--- src/rtl/periph_pkg.sv ---
// Shared definitions for memory-mapped peripherals on the MEM-stage data bus:
// register offsets, TCON bit positions and the TCON payload struct.
package periph_pkg;

  localparam int unsigned DATA_W = 32;
  localparam int unsigned OFF_W  = 5;

  // Register offsets within a 32-byte peripheral window
  localparam logic [OFF_W-1:0] OFF_TH      = 5'h00;
  localparam logic [OFF_W-1:0] OFF_TL      = 5'h04;
  localparam logic [OFF_W-1:0] OFF_TCON    = 5'h08;
  localparam logic [OFF_W-1:0] OFF_SYSTICK = 5'h14;

  // TCON bit indices
  localparam int unsigned TCON_EN = 0;
  localparam int unsigned TCON_IE = 1;
  localparam int unsigned TCON_ST = 2;

  // TCON control/status bits; field order matches the bit indices above
  typedef struct packed {
    logic st;
    logic ie;
    logic en;
  } tcon_t;

  // Zero-extend TCON to a full bus word
  function automatic logic [DATA_W-1:0] tcon_word(input tcon_t t);
    return {(DATA_W-3)'(0), t};
  endfunction

endpackage

--- src/rtl/tick_prescaler.sv ---
// Divides the clock by PRESCALE while enabled.
// Ports: clk, reset (async active-low), en (count enable),
//        tick (combinational, high on the last cycle of each PRESCALE period).
module tick_prescaler #(
  parameter int unsigned PRESCALE = 1
) (
  input  logic clk,
  input  logic reset,
  input  logic en,
  output logic tick
);

  localparam int unsigned    PC_W    = (PRESCALE > 1) ? $clog2(PRESCALE) : 1;
  localparam logic [PC_W-1:0] PC_LAST = PC_W'(PRESCALE - 1);

  logic [PC_W-1:0] pc_q, pc_d;

  assign tick = en && (pc_q == PC_LAST);

  // Counter held at 0 while disabled, wraps on tick
  always_comb begin
    pc_d = '0;
    if (en && !tick) begin
      pc_d = pc_q + PC_W'(1);
    end
  end

  always_ff @(posedge clk or negedge reset) begin
    if (!reset) begin
      pc_q <= '0;
    end else begin
      pc_q <= pc_d;
    end
  end

endmodule

--- src/rtl/timer_irq_source.sv ---
// Memory-mapped interval timer with overflow interrupt for the MIPS data bus.
// Ports: clk, reset (async active-low),
//        MemRead/MemWrite/Address/WriteData (MEM-stage bus request),
//        ReadData (combinational load data, 0 unless a hitting read),
//        IRQ (level interrupt, mirrors TCON status bit).
module timer_irq_source
  import periph_pkg::*;
#(
  parameter logic [31:0] BASE_ADDR = 32'h4000_0000,
  parameter int unsigned PRESCALE  = 1
) (
  input  logic              clk,
  input  logic              reset,
  input  logic              MemRead,
  input  logic              MemWrite,
  input  logic [DATA_W-1:0] Address,
  input  logic [DATA_W-1:0] WriteData,
  output logic [DATA_W-1:0] ReadData,
  output logic              IRQ
);

  logic [DATA_W-1:0] th_q, th_d;
  logic [DATA_W-1:0] tl_q, tl_d;
  logic [DATA_W-1:0] systick_q, systick_d;
  tcon_t             tcon_q, tcon_d;

  logic             hit;
  logic [OFF_W-1:0] off;
  logic             wr_th, wr_tl, wr_tcon;
  logic             tick;
  logic             tl_at_max;
  logic             overflow;
  logic             unused_addr_bits;

  // Byte lanes are not decoded; accesses are treated as word accesses
  assign unused_addr_bits = ^Address[1:0];

  assign hit     = (Address[31:5] == BASE_ADDR[31:5]);
  assign off     = {Address[4:2], 2'b00};
  assign wr_th   = MemWrite && hit && (off == OFF_TH);
  assign wr_tl   = MemWrite && hit && (off == OFF_TL);
  assign wr_tcon = MemWrite && hit && (off == OFF_TCON);

  tick_prescaler #(
    .PRESCALE (PRESCALE)
  ) u_prescaler (
    .clk   (clk),
    .reset (reset),
    .en    (tcon_q.en),
    .tick  (tick)
  );

  // A CPU write to TL suppresses both the increment and the overflow
  assign tl_at_max = (tl_q == '1);
  assign overflow  = tick && tl_at_max && !wr_tl;

  // Register next-state with write/overflow priority
  always_comb begin
    th_d      = th_q;
    tl_d      = tl_q;
    tcon_d    = tcon_q;
    systick_d = systick_q + DATA_W'(1);

    if (tick) begin
      tl_d = tl_at_max ? th_q : tl_q + DATA_W'(1);
    end
    if (wr_th) begin
      th_d = WriteData;
    end
    if (wr_tl) begin
      tl_d = WriteData;
    end
    if (wr_tcon) begin
      tcon_d.en = WriteData[TCON_EN];
      tcon_d.ie = WriteData[TCON_IE];
      if (WriteData[TCON_ST]) begin
        tcon_d.st = 1'b0;
      end
    end
    // Overflow set beats a same-cycle write-1-to-clear
    if (overflow && tcon_q.ie) begin
      tcon_d.st = 1'b1;
    end
  end

  always_ff @(posedge clk or negedge reset) begin
    if (!reset) begin
      th_q      <= '0;
      tl_q      <= '0;
      tcon_q    <= '0;
      systick_q <= '0;
    end else begin
      th_q      <= th_d;
      tl_q      <= tl_d;
      tcon_q    <= tcon_d;
      systick_q <= systick_d;
    end
  end

  assign IRQ = tcon_q.st;

  // Read mux
  always_comb begin
    ReadData = '0;
    if (MemRead && hit) begin
      unique case (off)
        OFF_TH:      ReadData = th_q;
        OFF_TL:      ReadData = tl_q;
        OFF_TCON:    ReadData = tcon_word(tcon_q);
        OFF_SYSTICK: ReadData = systick_q;
        default:     ReadData = '0;
      endcase
    end
  end

endmodule

--- config.mk ---
export PLATFORM = sky130hd
export DESIGN_NAME = timer_irq_source
export DESIGN_NICKNAME = d
export VERILOG_FILES = /design/src/rtl/periph_pkg.sv /design/src/rtl/tick_prescaler.sv /design/src/rtl/timer_irq_source.sv
export SDC_FILE = /design/constraint.sdc
export NUM_CORES = 1
export LEC_CHECK = 0
export CELL_PAD_IN_SITES_DETAIL_PLACEMENT = 0
export CELL_PAD_IN_SITES_GLOBAL_PLACEMENT = 1
export CORE_MARGIN = 2
export CORE_UTILIZATION = 46
export DETAILED_ROUTE_END_ITERATION = 6
export DONT_BUFFER_PORTS = 1
export GPL_TIMING_DRIVEN = 1
export MAX_ROUTING_LAYER = met4
export PLACE_DENSITY = 0.87
export SLEW_MARGIN = 10
export SYNTH_ARGS = -nofsm -noshare
export SYNTH_HDL_FRONTEND = slang
export SYNTH_HIERARCHICAL = 1
export SYNTH_SLANG_ARGS = --single-unit
--- constraint.sdc ---
create_clock -name clk -period 3.5 [get_ports clk]
set_input_delay 0.875 -clock clk [delete_from_list [all_inputs] [get_ports clk]]
set_output_delay 0.875 -clock clk [all_outputs]
set_load 0.01 [all_outputs]
==> reports/metrics.csv, run 1 <==
stage;metric;value;unit
setup_path;required;2.62;ns
routing;vias;5056;
global_routing;top_usage_layer;met2;
finish;post-route-util;0.519;
sta;max_freq;297;MHz
sta;skew;0.00863;ns
clock_tree;h-tree-depth;3;
sta;timing.final.max_slew_violations;0;
clock_tree;clock_sinks;100;
setup_path;path_cells;nor4_1, nand3_1, or3_1, or2_2, buf_4, nor2_1, buf_4;
logic_synthesis;syn_inst;635;
routing;drtIter0Drc;348;
logic_synthesis;synth-simple-area-share;0.216;
routing;drt_wl_total;16400;um
logic_synthesis;synth_fa_ha_area_frac;0.00415;
finish;fillers;1188;
setup_path;cp-start-kind;input port;
global_routing;met1_usage;0.319;
finish;final_area;6610;um2
finish;syn2layout_area_growth;9.56;%
routing;drt_drc_violations_left;0;
routing;detail-route-antenna-nets;0;
clock_tree;postCtsSetupBuffers;0;
logic_synthesis;synth_edf_count;0;
setup_path;crit_slowest_cell;or3_1;
place;io_buffers;0;
die;die_x;119;um
sta;setup_viol;0;
place;gp_congestion;0.897;
global_routing;grt_pass1_vias;5082;
die;pin_count;101;
global_routing;met3_usage;0.0512;
setup_path;end_kind;output pin;
logic_synthesis;synth_area_leaders;dfrtp_1 (41%), mux2_2 (8.2%), nor2_1 (4.2%), mux2_1 (4.1%), a22oi_1 (4.0%);
routing;first_pass_iters;5;
job;cap_violations;0;
finish;finalNetCount;709;
global_routing;grt_usage;0.243;
die;die_y;119;um
setup_path;path_max_fanout;13;
sta;max_slew_margin;0.496;
logic_synthesis;synth_xor_area_frac;0.0523;
place;dp_hpwl;11400;um
setup_path;crit_buf_inv;2;
place;dpl_cell_area;6320;um2
sta;setup-tns-final;0;ns
setup_path;critPathTopFamily;simple AND/OR/NAND/NOR gates;
clock_tree;clk_path_buf_depth;2;
logic_synthesis;synth-compound-area-share;0.141;
power;power_leakage;2.82;nW
clock_tree;cts_hold_buf;0;
clock_tree;clock_latency;0.36;ns
finish;drive_above_1_share;0.165;
logic_synthesis;synth-seq-cells;100;
logic_synthesis;synth_cell_types;61;
power;ir_worst_vdd;0.259;mV
setup_path;worst-setup-path-type;in2out;
die;initial_utilization;0.474;
sta;timing.final.crit_period;3.37;ns
logic_synthesis;synth_area;6030;um2
die;rows;41;
setup_path;arrival;2.49;ns
global_routing;grt-ovfl-total;0;
place;placed_cells;800;
finish;final_cells;815;
global_routing;grt_max_degree;101;
setup_path;cpMostUsedCell;buf_4;
die;die_area;14000;um2
finish;antenna_cells;0;
die;core;12700;um2
routing;wire_per_inst;20.1;um
setup_path;critPathMaxStageDelay;0.35;ns
logic_synthesis;synth-async-reset-ratio;1.00;
clock_tree;clk_pin_slew;0.07;ns
logic_synthesis;synth_top_area_share;0.415;
logic_synthesis;synth_area_per_cell;9.50;um2
routing;vias_per_cell;6.20;
global_routing;grt_pass1_wl;26600;um
status;status;finished, final reports clean;
logic_synthesis;synth-seq-area-share;0.415;
logic_synthesis;syn_nets;705;
logic_synthesis;synthMuxAreaShare;0.135;
power;power_density;326;nW/um2
sta;hold_viol_final;0;
min_path;hp-class;in2async;
sta;rsz0062_at_grt;no;
sta;min_period_over_period;0.962;
logic_synthesis;synth_top_family_by_area;simple AND/OR/NAND/NOR gates;
sta;worstMarginPinSlew;0.750;ns
logic_synthesis;synth.largest_area_cell;dfrtp_1;
logic_synthesis;synth_flop_cell;dfrtp_1;
clock_tree;cts_tree;done;
setup_path;r2r_setup_slack;0.98;ns
global_routing;grt_use_met2;0.379;
clock_tree;cts_root_buf;clkbuf_16;
global_routing;antenna_found_initial;0;
logic_synthesis;yosys_warnings;6;
clock_tree;numCtsBuffers;9;
## synthesized netlist by cell type, types with 2 or more instances
master      n
nor2_1     68
mux2i_1     7
nor2b_1     4
clkbuf_1   17
ha_1        2
mux2_2     44
o22a_1      2
nor4b_1     2
a211oi_1    4
mux2_1     22
or4_1       3
nor4_1     11
buf_1       5
o211ai_1    6
xnor2_1    21
nand2_1    57
o21ai_0    21
a22oi_1    32
a31oi_1    11
a21o_1      4
dfrtp_1   100
and4_1      7
or3_1       5
buf_2       9
o21ai_1     2
a31o_2      2
nor3_1     12
o22ai_1     4
buf_6       4
a41oi_1     2
nand2b_1    4
xor2_1     15
o31ai_1     7
a21oi_1    18
nand4_1    18
buf_4       2
and3_1     20
nand3_1    27
nand4_2     2
inv_1       9
and2_1      2
or2_2       2
## final cells by class
type	count	area [um2]	area share
Clock buffer	11	253	0.0382
Inverter	9	33.8	0.00511
Sequential cell	100	2500	0.379
Clock inverter	4	25.0	0.00379
Timing Repair Buffer	30	250	0.0379
Tap cell	172	215	0.0326
Multi-Input combinational cell	489	3330	0.504
## state kept, by name (all words and copies together), names as in the netlist
register,count
tl_q,32
tcon_q,2
systick_q,32
th_q,32
u_prescaler/pc_q,1
IRQ,1
## cell families (layout without fill, tap and decap cells)
logic type / after synthesis / in the layout
AO/OA/AOI/OAI: 126 / 126
buffers and inverters: 46 / 54
flip-flops: 100 / 100
multiplexers: 73 / 73
XOR/XNOR: 36 / 36
adder cells (fa/ha/maj): 2 / 2
other: 1 / 1
AND/OR/NAND/NOR: 251 / 251
## report_power, final
part | internal [mW] | switching (mW)
Sequential | 1.16 | 0.000448
Clock | 0.515 | 0.439
Combinational | 0.0261 | 0.0191
Total | 1.70 | 0.459
## final timing paths
kind,from,end,cells after the start
min in group clk,systick_q[28],systick_q[28],1
max,Address[22],ReadData[4],7
min reg2reg,systick_q[28],systick_q[28],1
max in group asynchronous,reset,tl_q[20],0
max reg2reg,tl_q[18],tl_q[0],6
min,reset,systick_q[18],0
## metrics by stage
stage	hold WS [ns]	power [mW]	setup slack, ns
floorplan	0.440	1.23	0.0881
global placement	0.467	1.22	0.117
detailed placement	0.478	1.22	0.0720
CTS	0.200	2.17	0.0739
global route	0.193	2.23	0.0172
finish	0.211	2.15	0.135
## cell usage in the layout, fill, tap and decap left out, drive strengths merged, types with 9 or more instances in the layout
cell,instances
dfrtp,100
inv,9
xnor2,21
nand4,20
nor3,13
clkbuf,11
a31oi,11
nor2,68
buf,30
nor4,13
xor2,15
nand3,27
and3,20
nand2,57
o21ai,23
a21oi,18
mux2,66
a22oi,32
## layer usage
metal  share of wire  up-vias  wire length, um
li1                -     2346                -
met1            0.44     2493             7240
met2            0.48      187             7850
met3           0.056       30              914
met4           0.022        0              365
met5               0        -                0
## what timing repair did
action	4_1_cts	5_1_grt
resized for setup	0	2
endpoints found under the setup margin	0	7
hold endpoints to repair	0	0
(Power assumes the default switching activity.)
==> run 2: changes to the inputs <==
- CELL_PAD_IN_SITES_DETAIL_PLACEMENT: 0 -> default
- CELL_PAD_IN_SITES_GLOBAL_PLACEMENT: 1 -> default
- PLACE_DENSITY: 0.87 -> 0.72
==> reports/metrics.csv, run 2 (synthesis results as in run 1) <==
stage;metric;value;unit
status;status;finished, final reports clean;
die;die_x;119;um
routing;drtIter0Drc;469;
finish;layout_commonest_cell;dfrtp_1;
sta;max_slew_margin;0.515;
routing;wire_per_inst;20.1;um
global_routing;grt_usage;0.245;
routing;first_pass_iters;5;
setup_path;r2r.worst_path.cells;8;
place;gp_congestion;0.940;
setup_path;r2r_end;tl_q[31];
sta;worstMarginPinSlew;0.722;ns
setup_path;end_kind;output pin;
finish;antenna_cells;0;
finish;fillers;1173;
die;core;12700;um2
finish;top_regs;systick_q: 32 flops, th_q: 32 flops, tl_q: 32 flops;
clock_tree;postCtsSetupBuffers;0;
setup_path;path_max_fanout;13;
power;ir_worst_vdd;0.316;mV
min_path;hp-class;in2async;
place;dp_hpwl;11500;um
place;io_buffers;0;
finish;final_area;6690;um2
clock_tree;h-tree-depth;3;
routing;drt_drc_violations_left;0;
setup_path;crit_start;Address[7];
global_routing;antenna_found_initial;0;
finish;finalNetCount;711;
sta;setup_viol;0;
clock_tree;cts_tree;done;
die;die_area;14000;um2
setup_path;crit_buf_inv;2;
global_routing;grt_pass1_vias;5260;
routing;vias;5165;
global_routing;grt_pass1_wl;27000;um
clock_tree;numCtsBuffers;9;
clock_tree;cts_root_buf;clkbuf_16;
sta;min_period_over_period;0.967;
die;initial_utilization;0.474;
sta;max_freq;295;MHz
global_routing;grt-ovfl-total;0;
sta;timing.final.crit_period;3.39;ns
routing;detail-route-antenna-nets;0;
global_routing;grt_max_degree;101;
setup_path;r2r-start;tl_q[3];
setup_path;crit_slowest_cell;or3_4;
power;power_leakage;2.87;nW
die;pin_count;101;
sta;skew;0.00955;ns
setup_path;required;2.62;ns
routing;vias_per_cell;6.31;
routing;drt_wl_total;16500;um
sta;hold_viol_final;0;
clock_tree;clock_sinks;100;
die;rows;41;
power;power.total;2.28;mW
setup_path;arrival;2.51;ns
setup_path;critPathTopFamily;simple AND/OR/NAND/NOR gates;
place;dpl_cell_area;6350;um2
job;cap_violations;0;
setup_path;r2r_setup_slack;0.80;ns
clock_tree;clk_pin_slew;0.07;ns
finish;drive_above_1_share;0.169;
finish;final_cell_mix;dfrtp_1 (100), nor2_1 (67), nand2_1 (57);
finish;syn2layout_area_growth;10.9;%
setup_path;critPathMaxStageDelay;0.41;ns
sta;rsz0062_at_grt;no;
clock_tree;cts_hold_buf;0;
sta;hold_ws;0.216;ns
sta;timing.final.max_slew_violations;0;
clock_tree;clock_latency;0.35;ns
setup_path;worst-setup-path-type;in2out;
power;power_density;340;nW/um2
setup_path;path_cells;nor4_1, nand4_1, or3_4, or2_2, buf_12, nor2_1, buf_4;
clock_tree;clk_path_buf_depth;2;
setup_path;cp-start-kind;input port;
die;die_y;119;um
==> run 2: cell type report <==
| cell class | instances | area [um2] | area share |
|---|---|---|---|
| clock buffers | 10 | 229 | 0.0342 |
| inverters | 9 | 33.8 | 0.00505 |
| repair buffers | 32 | 278 | 0.0415 |
| multi-input cells | 489 | 3340 | 0.500 |
| well taps | 172 | 215 | 0.0322 |
| clock inverters | 6 | 87.6 | 0.0131 |
| flip-flops and latches | 100 | 2500 | 0.374 |
==> run 2: worst max-delay path by stage <==
stage | endpoint | slack (ns) | cells after the start
2_1_floorplan | ReadData[21] | 0.09 | 7
3_3_place_gp | ReadData[15] | 0.02 | 7
3_5_place_dp | ReadData[11] | -0.03 | 7
4_1_cts | ReadData[4] | 0.04 | 7
5_1_grt | ReadData[23] | 0.01 | 7
6_report | ReadData[4] | 0.11 | 7
==> run 2: routing by layer <==
layer | track usage | wire length [um]
met5 | - | 0
met1 | 0.312 | 7050
met3 | 0.0608 | 1200
met4 | 0.0818 | 368
met2 | 0.386 | 7860
==> run 2: metrics by stage <==
stage	cells	setup WS (ns)	util	TNS, ns
finish	818	0.115	0.526	0
global route	818	0.0132	0.526	0
CTS	818	0.0378	0.524	0
detailed placement	802	-0.0290	0.499	-0.350
global placement	802	0.0188	0.499	0
floorplan	635	0.0881	-	0
==> run 2: timing repair <==
action	4_1_cts	5_1_grt
endpoints found under the setup margin	21	23
pin swaps	0	1
gates resized for setup	1	3
==> run 2: power by group <==
group | switching [mW] | internal [mW] | total (mW)
sequential | 0.000521 | 1.16 | 1.16
combinational | 0.0212 | 0.0272 | 0.0484
clock | 0.443 | 0.628 | 1.07
